`src/rtl/stream_bit_counter_pkg.sv`:
```
// bc_pkg: shared FSM state type and count-width helper for stream_bit_counter
package bc_pkg;

    typedef enum logic [1:0] {RUN, FLUSH, HOLD} sbc_state_t;

    function automatic int count_width(input int n);
        return $clog2(n + 1);
    endfunction

endpackage

```
`src/rtl/stream_bit_counter_popcount_tree.sv`:
```
// popcount_tree: combinational 1-bit counter built as a layered pairwise adder tree
//   i_bits  [WID_CountRange-1:0]  word to count
//   o_count [count_width-1:0]     number of 1s in i_bits
module popcount_tree
    import bc_pkg::*;
#(
    parameter int WID_CountRange = 64
) (
    input  logic [WID_CountRange-1:0]              i_bits,
    output logic [count_width(WID_CountRange)-1:0] o_count
);
    localparam int LVL = $clog2(WID_CountRange);
    localparam int PAD = 1 << LVL;
    localparam int WID_Count = count_width(WID_CountRange);

    logic [PAD-1:0] w_pad;
    assign w_pad = PAD'(i_bits);

    // Level i holds PAD>>i partial sums of i+1 bits; level 0 is the padded word itself.
    for (genvar i = 0; i <= LVL; i++) begin : g_lvl
        logic [i:0] s [PAD>>i];
        for (genvar j = 0; j < (PAD >> i); j++) begin : g_n
            if (i == 0) begin : g_leaf
                assign s[j] = w_pad[j];
            end else begin : g_add
                assign s[j] = {1'b0, g_lvl[i-1].s[2*j]} + {1'b0, g_lvl[i-1].s[2*j+1]};
            end
        end
    end

    // The root can be one bit wider than needed when the width is not a power of 2;
    // its top bit is then always 0 since the count never exceeds WID_CountRange.
    assign o_count = WID_Count'(g_lvl[LVL].s[0]);

endmodule

```
`src/rtl/stream_bit_counter.sv`:
```
// stream_bit_counter: streaming per-frame 1-bit counter with valid/ready in and out
//   clk, rst_n                 clock, asynchronous active-low reset
//   local_SBC_valid/_bitstream/_last  input word handshake, last marks end of frame
//   SBC_local_ready            block accepts a word (only in RUN)
//   SBC_local_valid/_result/_overflow frame total and sticky overflow, held until local_SBC_ready
//   SBC_SATURATE_EN            when defined the accumulator clamps at all-ones instead of wrapping
module stream_bit_counter
    import bc_pkg::*;
#(
    parameter int WID_CountRange  = 64,
    parameter int WID_CountResult = 16
) (
    input  logic                       clk,
    input  logic                       rst_n,
    input  logic                       local_SBC_valid,
    input  logic [WID_CountRange-1:0]  local_SBC_bitstream,
    input  logic                       local_SBC_last,
    output logic                       SBC_local_ready,
    output logic                       SBC_local_valid,
    output logic [WID_CountResult-1:0] SBC_local_result,
    output logic                       SBC_local_overflow,
    input  logic                       local_SBC_ready
);
    localparam int WID_WordCount = count_width(WID_CountRange);

    sbc_state_t                 r_state;
    logic                       r_s1_valid;
    logic                       r_s1_last;
    logic [WID_WordCount-1:0]   r_s1_count;
    logic [WID_CountResult-1:0] r_acc;
    logic                       r_ovf;
    logic [WID_WordCount-1:0]   w_count;
    logic                       w_accept;
    logic                       w_release;
    logic [WID_CountResult:0]   w_sum;
    logic [WID_CountResult-1:0] w_next_acc;

    popcount_tree #(.WID_CountRange(WID_CountRange)) u_tree (
        .i_bits (local_SBC_bitstream),
        .o_count(w_count)
    );

    assign SBC_local_ready = r_state == RUN;
    assign w_accept        = local_SBC_valid && SBC_local_ready;
    assign w_release       = r_state == HOLD && local_SBC_ready;
    assign w_sum           = {1'b0, r_acc} + (WID_CountResult + 1)'(r_s1_count);
`ifdef SBC_SATURATE_EN
    assign w_next_acc = w_sum[WID_CountResult] ? '1 : w_sum[WID_CountResult-1:0];
`else
    assign w_next_acc = w_sum[WID_CountResult-1:0];
`endif

    always_ff @(posedge clk or negedge rst_n) begin
        if (!rst_n) begin
            r_state            <= RUN;
            r_s1_valid         <= 1'b0;
            r_s1_last          <= 1'b0;
            r_s1_count         <= '0;
            r_acc              <= '0;
            r_ovf              <= 1'b0;
            SBC_local_valid    <= 1'b0;
            SBC_local_result   <= '0;
            SBC_local_overflow <= 1'b0;
        end else begin
            r_s1_valid <= w_accept;
            if (w_accept) begin
                r_s1_count <= w_count;
                r_s1_last  <= local_SBC_last;
            end
            if (w_release) begin
                r_acc <= '0;
                r_ovf <= 1'b0;
            end else if (r_s1_valid) begin
                r_acc <= w_next_acc;
                r_ovf <= r_ovf | w_sum[WID_CountResult];
            end
            case (r_state)
                RUN: if (w_accept && local_SBC_last) r_state <= FLUSH;
                // Wait one edge for the last word to land in the accumulator, then publish.
                FLUSH: if (!(r_s1_valid && r_s1_last)) begin
                    SBC_local_result   <= r_acc;
                    SBC_local_overflow <= r_ovf;
                    SBC_local_valid    <= 1'b1;
                    r_state            <= HOLD;
                end
                HOLD: if (local_SBC_ready) begin
                    SBC_local_valid <= 1'b0;
                    r_state         <= RUN;
                end
                default: r_state <= RUN;
            endcase
        end
    end

endmodule

```
`config.mk`:
```
export PLATFORM = sky130hd
export DESIGN_NAME = stream_bit_counter
export DESIGN_NICKNAME = d
export VERILOG_FILES = /design/src/rtl/stream_bit_counter_pkg.sv /design/src/rtl/stream_bit_counter_popcount_tree.sv /design/src/rtl/stream_bit_counter.sv
export SDC_FILE = /design/constraint.sdc
export NUM_CORES = 1
export LEC_CHECK = 0
export CAP_MARGIN = 30
export CORE_MARGIN = 4
export CORE_UTILIZATION = 51
export CTS_CLUSTER_SIZE = 40
export DETAILED_ROUTE_END_ITERATION = 10
export PLACE_DENSITY = 0.81
export SLEW_MARGIN = 20
export SYNTH_ARGS = -nofsm -noshare
export SYNTH_HDL_FRONTEND = slang
export SYNTH_SLANG_ARGS = --single-unit
```
`constraint.sdc`:
```
create_clock -name clk -period 2.3 [get_ports clk]
set_input_delay 0.46 -clock clk [delete_from_list [all_inputs] [get_ports clk]]
set_output_delay 0.46 -clock clk [all_outputs]
set_load 0.1 [all_outputs]
```
==> qor.txt, run 1 <==
==================================================================================================
Gate count after technology mapping .................................................          356
Number of setup violations in the final report ......................................            7
Setup slack, reg-to-reg .............................................................      0.16 ns
Clock network latency to the later pin of the worst-skew pair .......................      0.31 ns
Fraction of the cycle the final worst path needs ....................................        2.494
Data required time at the worst endpoint ............................................      2.49 ns
Area overhead of the layout relative to synthesis ...................................       30.38%
Die footprint .......................................................................     8995 µm²
Worst slew pin tran .................................................................    0.6111 ns
Worst setup path class .............................................................. input pin to flip-flop
Top FF cell, synth .................................................................. sky130_fd_sc_hd__dfrtp_1
Ratio of routed vias to standard cells ..............................................        5.157
Number of buffers created by CTS ....................................................            5
Async set-reset flop share out of synthesis .........................................        1.000
Fmax ................................................................................    174.3 MHz
Worst-path fanout max ...............................................................            2
Net total in the final layout .......................................................          605
Hold_buf cts ........................................................................            0
DRT Pass-1 Iters ....................................................................            4
Area share of the leading cell type in the synthesized netlist ......................       0.2993
Clock period minus worst slack ......................................................     5.737 ns
Kind of start point of the critical path ............................................    input pin
Placeable core region ...............................................................     7292 µm²
Cell Count Post-Placement ...........................................................          548
Net Count, Synth ....................................................................          502
Number of antenna diodes ............................................................            0
Kind of path behind the tightest hold check ......................................... input pin to async pin
Total routed wirelength .............................................................     8.218 mm
Design Area, Final ..................................................................     5015 µm²
Synthesis-stage register bit count ..................................................           46
Post-Syn Area .......................................................................     3846 µm²
Biggest cell delay along the critical path ..........................................      0.55 ns
Top library cells by usage in the layout, fill and taps aside ....................... sky130_fd_sc_hd__inv_1 (51), sky130_fd_sc_hd__dfrtp_1 (46), sky130_fd_sc_hd__fa_1 (42)
Number of H-tree branching levels ...................................................            2
Post-layout util ....................................................................       0.6877
Cell type with the largest total area after synthesis ............................... sky130_fd_sc_hd__dfrtp_1
Cell area after placement ...........................................................     4901 µm²
Run status .......................................................................... finished with violations
Violation count after the first detailed-routing iteration ..........................          101
First-pass GRT wire length ..........................................................     13.79 mm
Global-route usage over all layers ..................................................       0.1954
Sum of overflow across all layers after global routing ..............................            0
Largest delay contributor family on the critical path ...............................  adder cells
R2r startpoint ...................................................................... r_s1_count[0]
Ordered list of cells on the worst path ............................................. buf_6, inv_2, fa_1, inv_2, fa_2, inv_2, fa_2, inv_2, fa_2, fa_1, fa_2, inv_2, fa_2, fa_1, inv_2, ha_4, fa_2, a21o_1, a21o_1, a21oi_1, o31ai_1
Distinct cell type count after synthesis ............................................           40
Fraction of final layout cells sized beyond drive strength 1 ........................       0.2913
Accumulated negative setup slack ....................................................    -22.18 ns
Critical path arrival ...............................................................      5.93 ns
Number of antenna violations at the first check in global routing ...................            0
Reg2reg path depth ..................................................................            6
Vertical die dimension ..............................................................     94.84 µm
CP Capture Type .....................................................................    flip-flop
Clock Root Buffer ................................................................... sky130_fd_sc_hd__clkbuf_8
Clock transition time at the flip-flop clock pins of the worst setup and hold paths .      0.09 ns
Syn Area/Cell .......................................................................    10.80 µm²
Input/output buffers ................................................................           87
Number of buffer and inverter instances along the worst setup path ..................            7
Via count of the first global-routing pass ..........................................        3,147
Critical register-to-register path endpoint .........................................        r_ovf
DRC violations left .................................................................            0
Sequential area share after synthesis ...............................................       0.2993
Final setup margin ..................................................................    -3.437 ns
Vias post-DR ........................................................................        2,883
Sinks on Clock Net ..................................................................           46
Count of synthesis-stage warnings from yosys ........................................            0
Worst slew margin relative to its limit .............................................       0.5899
Horizontal die dimension ............................................................     94.84 µm
Fin Clk Skew ........................................................................   0.01032 ns
Antenna Violating Nets Remaining ....................................................            0
Starting utilization of the core area ...............................................       0.5275
Cells taking the most area after synthesis .......................................... sky130_fd_sc_hd__dfrtp_1 (30%), sky130_fd_sc_hd__fa_1 (29%), sky130_fd_sc_hd__inv_1 (7.3%)
TritonCTS clock tree ................................................................        built
Detail-routed net length per standard cell ..........................................     14.70 µm
Number of pins exceeding their max-slew limit in the final report ...................            0
Unrepaired setup endpoints after global routing .....................................         true
Number of enable-type register cells in the synthesized netlist .....................            0
Final hold viol count ...............................................................            0
Placement row count .................................................................           31
Clock Path Buffers ..................................................................            2
Violated checks ..................................................................... negative setup slack
Max_cap viols .......................................................................            0
Largest net degree at the start of global routing ...................................           26
Layout Cells excl Fill ..............................................................          559
Cell at the slowest stage of the critical path ...................................... sky130_fd_sc_hd__fa_1
HPWL after detailed placement .......................................................     6.786 mm
Final weighted congestion in routability-driven placement ...........................       0.8320
Most common cell after layout, fill and taps aside .................................. sky130_fd_sc_hd__inv_1
Number of placed I/O pins ...........................................................           88
==================================================================================================
[cell usage after synthesis (7+ instances only)]
library cell,instances
sky130_fd_sc_hd__dfrtp_1,46
sky130_fd_sc_hd__inv_1,75
sky130_fd_sc_hd__a21oi_1,17
sky130_fd_sc_hd__o21ai_0,13
sky130_fd_sc_hd__nor2_1,7
sky130_fd_sc_hd__fa_1,55
sky130_fd_sc_hd__mux2_2,17
sky130_fd_sc_hd__mux2i_1,7
sky130_fd_sc_hd__ha_1,22
sky130_fd_sc_hd__nand2_1,29
[state kept, by name, summed over array words and instances (netlist names)]
register and count:
r_s1_last 1, r_state 2, r_ovf 1, SBC_local_valid 1
r_s1_valid 1, r_acc 16, SBC_local_result 16, r_s1_count 7
SBC_local_overflow 1
[kinds of logic after synthesis]
family,after synthesis,synth area share
simple gates,67,0.09012
buf+inv,82,0.08263
compound gates,54,0.08848
flops,46,0.2993
mux,24,0.06799
fa+ha+maj,77,0.3578
xor+xnor,6,0.01366
[routing by layer]
metal | GRT usage | share of wire | wire length [µm] | up-vias
met5 | 0 | 0 | 0 | -
met4 | 0.06971 | 0.021 | 173 | 0
met3 | 0.02869 | 0.041 | 341 | 14
met2 | 0.3664 | 0.56 | 4614 | 82
met1 | 0.2242 | 0.38 | 3089 | 1429
li1 | - | - | - | 1358
[how the worst max path moves through the flow]
stage                       startpoint             to  cells after the start
2_1_floorplan  local_SBC_bitstream[47]  r_s1_count[6]                     19
3_3_place_gp    local_SBC_bitstream[0]  r_s1_count[6]                     19
3_5_place_dp    local_SBC_bitstream[0]  r_s1_count[5]                     18
4_1_cts        local_SBC_bitstream[53]  r_s1_count[4]                     21
5_1_grt        local_SBC_bitstream[51]  r_s1_count[4]                     21
6_report       local_SBC_bitstream[51]  r_s1_count[6]                     21
[area by class of cell]
type / instances / area [µm²]
clock buffer: 6 / 72.57
clock inverter: 2 / 13.76
fill: 542 / 2277
inverter: 75 / 296.5
multi-input combinational: 228 / 2490
sequential: 46 / 1151
tap: 99 / 123.9
timing repair buffer: 103 / 867.1
[per-stage QoR]
step           hold slack (ns)  worst slack [ns]
2_1_floorplan           0.1644            -3.421
3_3_place_gp            0.4635            -4.074
3_5_place_dp            0.4659            -4.151
4_1_cts                 0.1339            -3.485
5_1_grt                 0.1469            -3.556
6_report                0.1218            -3.437
[repair_timing]
item	in CTS	in global routing
endpoints found under the setup margin	7	11
buffers inserted	2	1
pin swaps	49	34
gates resized for setup	102	46
Power of run 1 is not shown: default switching activity piles up to over one toggle a cycle in this logic, so the estimate is an artifact.
==> run 2, diff against run 1 <==
--- a/config.mk
+++ b/config.mk
@@ -5,12 +5,14 @@
 export SDC_FILE = /design/constraint.sdc
 export NUM_CORES = 1
 export LEC_CHECK = 0
+export ABC_CLOCK_PERIOD_IN_PS = 5050
 export CAP_MARGIN = 30
 export CORE_MARGIN = 4
-export CORE_UTILIZATION = 51
+export CORE_UTILIZATION = 46
 export CTS_CLUSTER_SIZE = 40
 export DETAILED_ROUTE_END_ITERATION = 10
-export PLACE_DENSITY = 0.81
+export MAX_ROUTING_LAYER = met4
+export PLACE_DENSITY = 0.77
 export SLEW_MARGIN = 20
 export SYNTH_ARGS = -nofsm -noshare
 export SYNTH_HDL_FRONTEND = slang
==> constraint.sdc (replaced) <==
create_clock -name clk -period 5.05 [get_ports clk]
set_input_delay 1.01 -clock clk [delete_from_list [all_inputs] [get_ports clk]]
set_output_delay 1.01 -clock clk [all_outputs]
set_load 0.1 [all_outputs]
==> run 2 against run 1 <==
The flow still finishes with violations (negative setup slack). Final cell count decreased by 0.18%. Critical path depth fell by 2. Routed wire length down 5.1%. Utilization is 7.5 points lower. Via count is 0.69% lower. Global-route usage decreased by 2.4 points. Sequential cell count did not move. First-iteration DRC count is 7.9% higher. Register-to-register slack improved by 2.7 ns.
==> qor.txt, run 2 (synthesis results as in run 1) <==
==================================================================================================
Detail-routed net length per standard cell ..........................................     13.97 µm   -5.0%
Worst hold path startpoint .......................................................... SBC_local_valid
Fraction of final layout cells sized beyond drive strength 1 ........................       0.2296   -0.06172
Final weighted congestion in routability-driven placement ...........................       0.8207   -1.4%
Die footprint .......................................................................     9888 µm²   +9.9%
Horizontal die dimension ............................................................     99.44 µm   +4.9%
Clock period minus worst slack ......................................................     6.207 ns
First-pass GRT wire length ..........................................................     13.41 mm   -2.7%
Cell area after placement ...........................................................     4911 µm²   +0.20%
Number of buffers created by CTS ....................................................            5   unchanged
Fillers .............................................................................          676   +25%
Max_cap viols .......................................................................            0   unchanged
Number of antenna diodes ............................................................            0   unchanged
Cell Count Post-Placement ...........................................................          548   unchanged
Data required time at the worst endpoint ............................................      5.22 ns   +2.73 ns
Top library cells by usage in the layout, fill and taps aside ....................... sky130_fd_sc_hd__inv_1 (53), sky130_fd_sc_hd__clkdlybuf4s50_1 (53), sky130_fd_sc_hd__dfrtp_1 (46)
Antenna Violating Nets Remaining ....................................................            0   unchanged
Vias post-DR ........................................................................        2,863   -0.69%
Reg2reg path depth ..................................................................            6   unchanged
Worst setup path class .............................................................. input pin to flip-flop
R2r startpoint ...................................................................... r_s1_count[0]
Area overhead of the layout relative to synthesis ...................................       30.22%
Unrepaired setup endpoints after global routing .....................................         true
HPWL after detailed placement .......................................................     6.626 mm   -2.4%
CP Capture Type .....................................................................    flip-flop
Via count of the first global-routing pass ..........................................        3,119   -0.89%
Clock network latency to the later pin of the worst-skew pair .......................      0.30 ns   about the same
Placeable core region ...............................................................     8175 µm²   +12%
Biggest cell delay along the critical path ..........................................      0.54 ns   about the same
Net total in the final layout .......................................................          598   -1.2%
DRC violations left .................................................................            0   unchanged
Run status .......................................................................... finished with violations
TritonCTS clock tree ................................................................        built
Ordered list of cells on the worst path ............................................. clkdlybuf4s15_1, fa_1, inv_1, fa_1, fa_2, inv_2, fa_2, fa_1, fa_1, inv_1, fa_1, fa_1, inv_2, ha_4, fa_2, a21o_1, a21o_1, a21oi_2, o31ai_2
Worst slew margin relative to its limit .............................................       0.3442   -0.2456
Largest net degree at the start of global routing ...................................           29   +12%
Total routed wirelength .............................................................     7.795 mm   -5.1%
Starting utilization of the core area ...............................................       0.4705   -0.05699
Violated checks ..................................................................... negative setup slack
Final setup margin ..................................................................    -1.157 ns   +2.280 ns
Placement row count .................................................................           33   +6.5%
Clock Path Buffers ..................................................................            2   unchanged
Critical path arrival ...............................................................      6.38 ns   +0.45 ns
Final hold viol count ...............................................................            0   unchanged
Number of H-tree branching levels ...................................................            2   unchanged
Fraction of the cycle the final worst path needs ....................................        1.229
Largest registers ................................................................... SBC_local_result: 16 flops, r_acc: 16 flops, r_s1_count: 7 flops
Fmax ................................................................................    161.1 MHz
Largest delay contributor family on the critical path ...............................  adder cells
Clock Root Buffer ................................................................... sky130_fd_sc_hd__clkbuf_8
Setup slack, reg-to-reg .............................................................      2.86 ns   +2.70 ns
Worst slew pin tran .................................................................    0.9806 ns   +0.3695 ns
Kind of path behind the tightest hold check ......................................... flip-flop to flip-flop
Number of pins exceeding their max-slew limit in the final report ...................            0   unchanged
Layout Cells excl Fill ..............................................................          558   -0.18%
Sum of overflow across all layers after global routing ..............................            0   unchanged
Number of placed I/O pins ...........................................................           88   unchanged
Hold_buf cts ........................................................................            0   unchanged
Design Area, Final ..................................................................     5009 µm²   -0.12%
Number of setup violations in the final report ......................................            7   unchanged
Ratio of routed vias to standard cells ..............................................        5.131   -0.52%
Number of antenna violations at the first check in global routing ...................            0   unchanged
Cell at the slowest stage of the critical path ...................................... sky130_fd_sc_hd__fa_2
Worst-path fanout max ...............................................................            2   unchanged
Number of buffer and inverter instances along the worst setup path ..................            5   -2
Cells on Worst Hold Path ............................................................            2
Input/output buffers ................................................................           87   unchanged
Sinks on Clock Net ..................................................................           46   unchanged
Most used cell along the critical path .............................................. sky130_fd_sc_hd__fa_1
Destination of the worst hold path .................................................. SBC_local_valid
Fin Clk Skew ........................................................................  0.009835 ns   -0.0004882 ns
Clock transition time at the flip-flop clock pins of the worst setup and hold paths .      0.08 ns   about the same
Critical register-to-register path endpoint .........................................        r_ovf
Kind of start point of the critical path ............................................    input pin
Violation count after the first detailed-routing iteration ..........................          109   +7.9%
DRT Pass-1 Iters ....................................................................            4   unchanged
Global-route usage over all layers ..................................................       0.1714   -0.02394
Vertical die dimension ..............................................................     99.44 µm   +4.9%
==================================================================================================
==> run 2: how the worst max path moves through the flow <==
stage / depth (start not counted) / to / from / slack (ns)
2_1_floorplan: 19 / r_s1_count[6] / local_SBC_bitstream[47] / -1.22
3_3_place_gp: 19 / r_s1_count[6] / local_SBC_bitstream[0] / -1.87
3_5_place_dp: 18 / r_s1_count[5] / local_SBC_bitstream[0] / -1.94
4_1_cts: 21 / r_s1_count[6] / local_SBC_bitstream[51] / -1.25
5_1_grt: 21 / r_s1_count[6] / local_SBC_bitstream[51] / -1.33
6_report: 19 / r_s1_count[6] / local_SBC_bitstream[25] / -1.16
==> run 2: area by class of cell <==
cell class	instances	area [µm²]	area share
timing repair buffer	96	839.6	0.1676
clock buffer	7	76.32	0.01524
multi-input combinational	228	2481	0.4954
inverter	75	299.0	0.05971
clock inverter	1	30.03	0.005996
tap	105	131.4	0.02623
sequential	46	1151	0.2298
==> run 2: worst min-delay path, cell delays in order (launching register included) <==
cell and delay [ns]:
sky130_fd_sc_hd__dfrtp_1 0.35, sky130_fd_sc_hd__nand2_1 0.05, sky130_fd_sc_hd__nand2_1 0.05
==> run 2: routing by layer <==
layer,vias to the layer above,part of all wire,GRT usage
li1,1346,-,-
met2,78,0.55,0.3166
met5,-,0,-
met3,16,0.049,0.02665
met4,0,0.017,0.05042
met1,1423,0.38,0.1902
==> run 2: metrics by stage <==
step | util | hold WS, ns | setup TNS (ns) | setup slack, ns
detailed placement | 0.6007 | 0.4628 | -11.87 | -1.936
CTS | 0.6159 | 0.4881 | -7.175 | -1.250
global placement | 0.5983 | 0.4649 | -11.40 | -1.866
finish | 0.6126 | 0.4820 | -6.383 | -1.157
global route | 0.6126 | 0.5086 | -7.503 | -1.330
floorplan | - | 0.4453 | -6.712 | -1.221
==> run 2: repair_timing <==
action / 4_1_cts / 5_1_grt
pin swaps: 52 / 39
resized for setup: 97 / 46
buffers inserted: 1 / 2
endpoints found under the setup margin: 7 / 7
Power of run 2 is left out for the same reason.
